### src/rtl/tp84_dl_pkg.sv
// Shared types, FSM states and the TP-84 region map for the ROM download router.
// Region table entries are {base, size}; rgn_fits() is the elaboration-time non-wrap check.
package tp84_dl_pkg;

    typedef struct packed {
        logic [31:0] base;
        logic [31:0] size;
    } region_t;

    localparam int unsigned TP84_NUM_RGN = 17;

    typedef region_t [TP84_NUM_RGN-1:0] tp84_rgn_t;

    typedef enum logic [1:0] {
        ST_IDLE = 2'd0,
        ST_LOAD = 2'd1,
        ST_DONE = 2'd2
    } dl_state_t;

    function automatic tp84_rgn_t build_tp84_rgn();
        tp84_rgn_t t;
        t[0] = '{base: 32'h0000_0000, size: 32'h0000_2000};
        t[1] = '{base: 32'h0000_2000, size: 32'h0000_0040};
        t[2] = '{base: 32'h0000_2040, size: 32'h0000_0080};
        for (int unsigned i = 3; i < TP84_NUM_RGN; i++) begin
            t[i] = '{base: 32'h0000_20C0 + (i - 3) * 32'h40, size: 32'h0000_0040};
        end
        return t;
    endfunction

    // A region may end exactly at the top of the address space but never wrap past it.
    function automatic bit rgn_fits(region_t r, int unsigned addr_w);
        return ({32'h0, r.base} + {32'h0, r.size}) <= (64'd1 << addr_w);
    endfunction

    localparam tp84_rgn_t TP84_RGN = build_tp84_rgn();

endpackage

### src/rtl/dl_rgn_counter.sv
// Per-region saturating byte counter and done flag.
// The 8-bit additive checksum is built only when DL_CHECKSUM_EN is defined.
module dl_rgn_counter #(
    parameter int unsigned       ADDR_W = 25,
    parameter logic [ADDR_W:0]   SIZE   = '0
) (
    input  logic       clk_49m,
    input  logic       reset,
    input  logic       clear,
    input  logic       inc,
    input  logic [7:0] data,
    output logic       done,
    output logic [7:0] sum
);

    localparam logic [ADDR_W:0] ONE = 1;

    logic [ADDR_W:0] cnt;

    always_ff @(posedge clk_49m) begin
        if (!reset || clear) begin
            cnt  <= '0;
            done <= 1'b0;
        end else begin
            if (inc && cnt != SIZE) begin
                cnt <= cnt + ONE;
            end
            done <= (cnt == SIZE);
        end
    end

`ifdef DL_CHECKSUM_EN
    always_ff @(posedge clk_49m) begin
        if (!reset || clear) begin
            sum <= '0;
        end else if (inc) begin
            sum <= sum + data;
        end
    end
`else
    logic data_unused;

    assign sum         = '0;
    assign data_unused = ^data;
`endif

endmodule

### src/rtl/rom_dl_router.sv
// Routes ioctl download bytes to ROM regions, tracks per-region completion and misses.
// Define DL_CHECKSUM_EN to build the per-region checksum; otherwise rgn_sum reads zero.
module rom_dl_router
    import tp84_dl_pkg::*;
#(
    parameter int unsigned           NUM_RGN   = 17,
    parameter int unsigned           ADDR_W    = 25,
    parameter region_t [NUM_RGN-1:0] RGN_TABLE = TP84_RGN
) (
    input  logic                    clk_49m,
    input  logic                    reset,
    input  logic                    ioctl_download,
    input  logic [ADDR_W-1:0]       ioctl_addr,
    input  logic [7:0]              ioctl_data,
    input  logic                    ioctl_wr,
    output logic [NUM_RGN-1:0]      rgn_wr,
    output logic [ADDR_W-1:0]       rgn_addr,
    output logic [7:0]              rgn_data,
    output logic [NUM_RGN-1:0]      rgn_done,
    output logic                    all_done,
    output logic [7:0]              miss_cnt,
    output logic [NUM_RGN-1:0][7:0] rgn_sum
);

    dl_state_t state, state_next;

    logic                dl_q, wr_q;
    logic                dl_rise, dl_fall, load_entry, wr_acc, any_hit;
    logic [NUM_RGN-1:0]  hit_sel;
    logic [ADDR_W-1:0]   hit_off;

    // Edge samplers run through reset so a download held high at release is not a new session.
    always_ff @(posedge clk_49m) begin
        dl_q <= ioctl_download;
        wr_q <= ioctl_wr;
    end

    assign dl_rise    = ioctl_download & ~dl_q;
    assign dl_fall    = ~ioctl_download & dl_q;
    assign load_entry = (state != ST_LOAD) && dl_rise;
    assign wr_acc     = ioctl_wr && !wr_q && (state == ST_LOAD);

    always_ff @(posedge clk_49m) begin
        if (!reset) state <= ST_IDLE;
        else        state <= state_next;
    end

    always_comb begin
        state_next = state;
        case (state)
            ST_IDLE, ST_DONE: if (dl_rise) state_next = ST_LOAD;
            ST_LOAD:          if (dl_fall) state_next = ST_DONE;
            default:          state_next = ST_IDLE;
        endcase
    end

    // Lowest-index region wins on overlap; the size compare is one bit wider so a full-space region works.
    always_comb begin
        hit_sel = '0;
        hit_off = '0;
        any_hit = 1'b0;
        for (int unsigned i = 0; i < NUM_RGN; i++) begin
            if (!any_hit && ioctl_addr >= RGN_TABLE[i].base[ADDR_W-1:0]
                && {1'b0, ioctl_addr - RGN_TABLE[i].base[ADDR_W-1:0]} < RGN_TABLE[i].size[ADDR_W:0]) begin
                hit_sel[i] = 1'b1;
                hit_off    = ioctl_addr - RGN_TABLE[i].base[ADDR_W-1:0];
                any_hit    = 1'b1;
            end
        end
    end

    always_ff @(posedge clk_49m) begin
        if (!reset) begin
            rgn_wr   <= '0;
            rgn_addr <= '0;
            rgn_data <= '0;
            miss_cnt <= '0;
        end else begin
            rgn_wr <= wr_acc ? hit_sel : '0;
            if (wr_acc && any_hit) begin
                rgn_addr <= hit_off;
                rgn_data <= ioctl_data;
            end
            if (load_entry) begin
                miss_cnt <= '0;
            end else if (wr_acc && !any_hit && miss_cnt != 8'hFF) begin
                miss_cnt <= miss_cnt + 8'd1;
            end
        end
    end

    assign all_done = (state == ST_DONE) && (&rgn_done);

    for (genvar i = 0; i < NUM_RGN; i++) begin : g_rgn
        if (!rgn_fits(RGN_TABLE[i], ADDR_W)) begin : g_wrap
            $error("rom_dl_router: region %0d base+size exceeds the address space", i);
        end

        dl_rgn_counter #(
            .ADDR_W (ADDR_W),
            .SIZE   (RGN_TABLE[i].size[ADDR_W:0])
        ) u_cnt (
            .clk_49m (clk_49m),
            .reset   (reset),
            .clear   (load_entry),
            .inc     (wr_acc & hit_sel[i]),
            .data    (ioctl_data),
            .done    (rgn_done[i]),
            .sum     (rgn_sum[i])
        );
    end

endmodule

### config.mk
export PLATFORM = sky130hd
export DESIGN_NAME = rom_dl_router
export DESIGN_NICKNAME = d
export VERILOG_FILES = /design/src/rtl/tp84_dl_pkg.sv /design/src/rtl/dl_rgn_counter.sv /design/src/rtl/rom_dl_router.sv
export SDC_FILE = /design/constraint.sdc
export NUM_CORES = 1
export LEC_CHECK = 0
export ABC_AREA = 0
export CELL_PAD_IN_SITES_DETAIL_PLACEMENT = 0
export CELL_PAD_IN_SITES_GLOBAL_PLACEMENT = 1
export CORE_MARGIN = 4
export CORE_UTILIZATION = 44
export DETAILED_ROUTE_END_ITERATION = 8
export PLACE_DENSITY = 0.91
export SLEW_MARGIN = 10
export SYNTH_ARGS = -nofsm -noshare
export SYNTH_HDL_FRONTEND = slang
export SYNTH_SLANG_ARGS = --single-unit
### constraint.sdc
create_clock -name clk_49m -period 8.3 [get_ports clk_49m]
set_input_delay 1.66 -clock clk_49m [delete_from_list [all_inputs] [get_ports clk_49m]]
set_output_delay 1.66 -clock clk_49m [all_outputs]
set_load 0.1 [all_outputs]
==> impl_table.tex <==
\begin{tabular}{lr}
\hline
Metric & Value \\
\hline
\multicolumn{2}{l}{\textbf{Run status}} \\
\quad Result of the run & finished, final reports clean \\
\multicolumn{2}{l}{\textbf{Global route}} \\
\quad Global router's overall resource usage & 24.5\% \\
\quad First-pass GRT wire length & 156000 um \\
\quad Overflow after GRT & 0 \\
\quad Global-route met1 utilization & 32.6\% \\
\quad Most Used Layer, Global Route & met2 \\
\quad Met2 Usage GRT & 38.3\% \\
\quad GR Layer Usage met3 & 5.29\% \\
\quad Number of antenna violations at the first check in global routing & 0 \\
\quad Pin count of the biggest net entering global routing & 183 \\
\quad Via count of the first global-routing pass & 28418 \\
\multicolumn{2}{l}{\textbf{Setup path}} \\
\quad Reg-to-Reg End & g\_rgn[16].u\_cnt.cnt[25] \\
\quad Largest stage delay on the critical path & 0.95 ns \\
\quad FF-to-FF Start & state[0] \\
\quad Cell with the largest stage delay on the worst path & sky130\_fd\_sc\_hd\_\_nor3b\_1 \\
\quad Worst setup slack for register-to-register paths & 4.49 ns \\
\quad Total buffers and inverters traversed by the critical path & 3 \\
\quad Kind of capture point of the worst setup path & register \\
\quad Register-to-Register Path Depth & 6 \\
\quad Required time at the worst-slack endpoint & 8.82 ns \\
\quad Data arrival time at the worst-slack endpoint & 7.42 ns \\
\quad Path type of the worst setup path & in -> reg \\
\quad Startpoint types & input port \\
\quad Critical path cell sequence & clkdlybuf4s50\_1 > inv\_2 > ha\_1 > nor3b\_1 > buf\_4 > and4\_1 > a2111oi\_0 > and4\_1 > and4\_1 > nor3b\_1 > nor3b\_1 > nand3\_1 > or4\_1 > a21oi\_1 \\
\quad CP delay by family, top & simple AND/OR/NAND/NOR gates \\
\quad Max Fanout on Critical Path & 18 \\
\multicolumn{2}{l}{\textbf{Timing}} \\
\quad Endpoints failing hold & 0 \\
\quad Max-slew violation count & 0 \\
\quad Tightest hold margin & 0.460 ns \\
\quad Setup total negative slack & 0 ns \\
\quad Worst rel slew slack & 22.5\% \\
\quad Worst clock skew & 0.0148 ns \\
\quad Unrepaired setup endpoints after global routing & false \\
\quad Minimum clock period & 6.90 ns \\
\quad Achievable frequency & 145 MHz \\
\quad Final setup violation count & 0 \\
\quad Pin slew with the least headroom to its limit & 1.15 ns \\
\quad Portion of the clock cycle consumed by the worst path in the final layout & 83.1\% \\
\multicolumn{2}{l}{\textbf{Route}} \\
\quad TritonRoute pass-1 iters & 6 \\
\quad Count of routing violations after the opening detailed-route iteration & 3035 \\
\quad Post-DR wirelength/cell & 19.3 um \\
\quad Final routed DRC violation total & 0 \\
\quad Vias per cell & 5.95 \\
\quad Post-Route WL & 99000 um \\
\quad Antenna violation net count after detailed routing & 0 \\
\quad Detailed-route via count & 30565 \\
\multicolumn{2}{l}{\textbf{Synth}} \\
\quad Yosys Warn Count & 0 \\
\quad Count of mapped cells out of synthesis & 4114 \\
\quad Synthesized area divided by synthesized cell count & 7.72 um2 \\
\quad Fraction of registers with async set/reset & 0\% \\
\quad Unique masters post-synth & 86 \\
\quad Total of flip-flops plus latches after synthesis & 521 \\
\quad EDFF count, synth & 0 \\
\quad Prevailing post-synth register cell & sky130\_fd\_sc\_hd\_\_dfxtp\_1 \\
\quad Fraction of the yosys area taken by sequential cells & 32.8\% \\
\quad Synth Cell Area & 31800 um2 \\
\multicolumn{2}{l}{\textbf{Floorplan}} \\
\quad Chip height & 277 um \\
\quad Floorplan row count & 98 \\
\quad Standard cell core area & 71500 um2 \\
\quad Initial Util & 44.4\% \\
\quad I/O pin count & 249 \\
\quad Horiz. Die Dim & 277 um \\
\quad Die area & 76500 um2 \\
\multicolumn{2}{l}{\textbf{Final layout}} \\
\quad Count of inserted antenna diode cells & 0 \\
\quad Layout cells sized above 1 & 7.00\% \\
\quad Nets & 4231 \\
\quad Synthesis-to-layout area growth & 11.3\% \\
\quad Fillcell total & 7071 \\
\quad Post-route design area & 35300 um2 \\
\quad Filler-free cell count of the finished design & 5136 \\
\multicolumn{2}{l}{\textbf{Pwr}} \\
\quad Power per standard cell area & 164 nW/um2 \\
\quad Worst-case vdd ir drop & 0.144 mV \\
\quad Static Leak & 0.0117 uW \\
\quad Sum of internal, switching and leakage power & 5800 uW \\
\multicolumn{2}{l}{\textbf{Clock tree}} \\
\quad Clock-pin slew on the worst setup and hold paths & 0.06 ns \\
\quad H-tree Lvls & 2 \\
\quad Clock insertion delay at the later pin of the skew report & 0.61 ns \\
\quad Clock net sink count & 521 \\
\quad Deepest clock path buffer count & 3 \\
\quad Number of CTS-inserted buffers & 57 \\
\quad Setup bufs post-CTS & 0 \\
\quad TritonCTS clock tree & yes \\
\quad Total of cells resized after clock tree synthesis & 0 \\
\quad Hold-fix buffers at CTS & 0 \\
\quad Root Buffer Master & sky130\_fd\_sc\_hd\_\_clkbuf\_16 \\
\multicolumn{2}{l}{\textbf{Placed design}} \\
\quad Area after DPL & 33400 um2 \\
\quad Final weighted congestion of routability-driven global placement & 1.06 \\
\quad Count of port buffers added during placement & 112 \\
\quad Placed Instances & 5028 \\
\quad Detailed Place HPWL & 69700 um \\
\multicolumn{2}{l}{\textbf{Worst hold path}} \\
\quad WHS Endpoint & rgn\_addr[15] \\
\quad Startpoint of the lowest-slack hold path & rgn\_addr[15] \\
\quad Hold Crit Depth & 1 \\
\quad Worst Hold Class & reg -> reg \\
\multicolumn{2}{l}{\textbf{Flow run}} \\
\quad Number of maximum-capacitance violations & 0 \\
\hline
\end{tabular}
how the worst max path moves through the flow:
stage	from	endpoint	slack, ns	cells after the start
2_1_floorplan	ioctl_addr[14]	g_rgn[11].u_cnt.cnt[1]	1.85	21
3_3_place_gp	ioctl_addr[9]	g_rgn[16].u_cnt.cnt[15]	0.97	13
3_5_place_dp	ioctl_addr[9]	g_rgn[16].u_cnt.cnt[25]	0.96	13
4_1_cts	ioctl_addr[9]	g_rgn[16].u_cnt.cnt[25]	1.61	13
5_1_grt	ioctl_addr[14]	g_rgn[15].u_cnt.cnt[25]	1.15	14
6_report	ioctl_addr[14]	g_rgn[15].u_cnt.cnt[7]	1.40	14
synthesized netlist by cell type, types with 15 or more instances:
cell	number	share of area (%)
sky130_fd_sc_hd__dfxtp_1	521	33
sky130_fd_sc_hd__nor2_1	387	4.6
sky130_fd_sc_hd__nand2_1	322	3.8
sky130_fd_sc_hd__a21oi_1	260	4.1
sky130_fd_sc_hd__o21ai_0	199	3.1
sky130_fd_sc_hd__clkbuf_1	193	2.3
sky130_fd_sc_hd__xnor2_1	180	5.0
sky130_fd_sc_hd__nand3_1	167	2.6
sky130_fd_sc_hd__nor3_1	162	2.6
sky130_fd_sc_hd__buf_4	154	3.6
sky130_fd_sc_hd__nand4_1	152	3.0
sky130_fd_sc_hd__or3_1	151	3.0
sky130_fd_sc_hd__inv_1	146	1.7
sky130_fd_sc_hd__nor4_1	117	2.3
sky130_fd_sc_hd__and3_1	100	2.0
sky130_fd_sc_hd__or4_1	80	1.9
sky130_fd_sc_hd__xor2_1	70	1.9
sky130_fd_sc_hd__mux2i_1	65	2.0
sky130_fd_sc_hd__ha_1	57	2.2
sky130_fd_sc_hd__o211ai_1	47	1.1
sky130_fd_sc_hd__o31ai_1	47	1.1
sky130_fd_sc_hd__and2_1	43	0.85
sky130_fd_sc_hd__nor4b_1	37	1.0
sky130_fd_sc_hd__and4_1	36	0.99
sky130_fd_sc_hd__or2_2	29	0.57
sky130_fd_sc_hd__nor2b_1	27	0.53
sky130_fd_sc_hd__a31o_2	23	0.63
sky130_fd_sc_hd__buf_1	21	0.25
sky130_fd_sc_hd__a2111oi_0	20	0.55
sky130_fd_sc_hd__a211oi_1	20	0.47
sky130_fd_sc_hd__a31oi_1	18	0.35
sky130_fd_sc_hd__o21a_1	18	0.43
sky130_fd_sc_hd__nor3b_1	17	0.40
sky130_fd_sc_hd__nand2b_1	15	0.30
report_power, final:
| part | switching (uW) | leakage, uW | internal (uW) | total (uW) |
|---|---|---|---|---|
| sequential | 0.763 | 0.00419 | 2500 | 2500 |
| combinational | 572 | 0.00648 | 124 | 695 |
| clock | 1070 | 0.000981 | 1530 | 2600 |
cell type report:
cell class	instances	area, um2	share of cell area (%)
sequential	521	10400	29.5
timing repair buffer	209	1890	5.36
clock buffer	80	1670	4.74
clock inverter	28	280	0.793
tap	950	1190	3.36
multi-input combinational	3194	19300	54.6
inverter	154	578	1.64
flip-flops by register name, indices dropped and copies added (netlist names), 2 cells and up:
| register | count |
|---|---|
| g_rgn.u_cnt.cnt | 442 |
| rgn_data | 8 |
| rgn_addr | 25 |
| rgn_wr | 17 |
| g_rgn.u_cnt.done | 17 |
| miss_cnt | 8 |
| state | 2 |
layer usage:
| metal | routed length [um] | vias to the layer above |
|---|---|---|
| li1 | - | 14710 |
| met1 | 42600 | 14268 |
| met2 | 42500 | 1240 |
| met3 | 8780 | 347 |
| met4 | 5070 | 0 |
| met5 | 0 | - |
through the flow:
stage                     worst slack [ns]  utilization, %
after floorplan                       1.85               -
final                                 1.40            49.4
after CTS                             1.61            49.4
after detailed placement             0.958            46.7
after global routing                  1.15            49.4
after global placement               0.970            46.7
cell families after synthesis:
kind of cell | Yosys count | synth area share, %
other | 1 | 0.0118
multiplexers | 66 | 2.08
adder cells (fa/ha/maj) | 57 | 2.25
XOR/XNOR | 250 | 6.90
buffers and inverters | 534 | 8.22
AO/OA/AOI/OAI | 767 | 15.1
AND/OR/NAND/NOR | 1918 | 32.6
flip-flops | 521 | 32.8
cell usage in the layout (no fill, tap or decap), types with 100 or more instances in the layout:
cell                              count
sky130_fd_sc_hd__inv_1              146
sky130_fd_sc_hd__conb_1             136
sky130_fd_sc_hd__clkdlybuf4s50_1    111
sky130_fd_sc_hd__or3_1              151
sky130_fd_sc_hd__xnor2_1            180
sky130_fd_sc_hd__nor3_1             162
sky130_fd_sc_hd__nand4_1            152
sky130_fd_sc_hd__nand2_1            322
sky130_fd_sc_hd__dfxtp_1            521
sky130_fd_sc_hd__and3_1             100
sky130_fd_sc_hd__nor2_1             386
sky130_fd_sc_hd__nand3_1            167
sky130_fd_sc_hd__a21oi_1            259
sky130_fd_sc_hd__o21ai_0            198
sky130_fd_sc_hd__nor4_1             113
No activity file was read; power rests on OpenSTA's default activity.
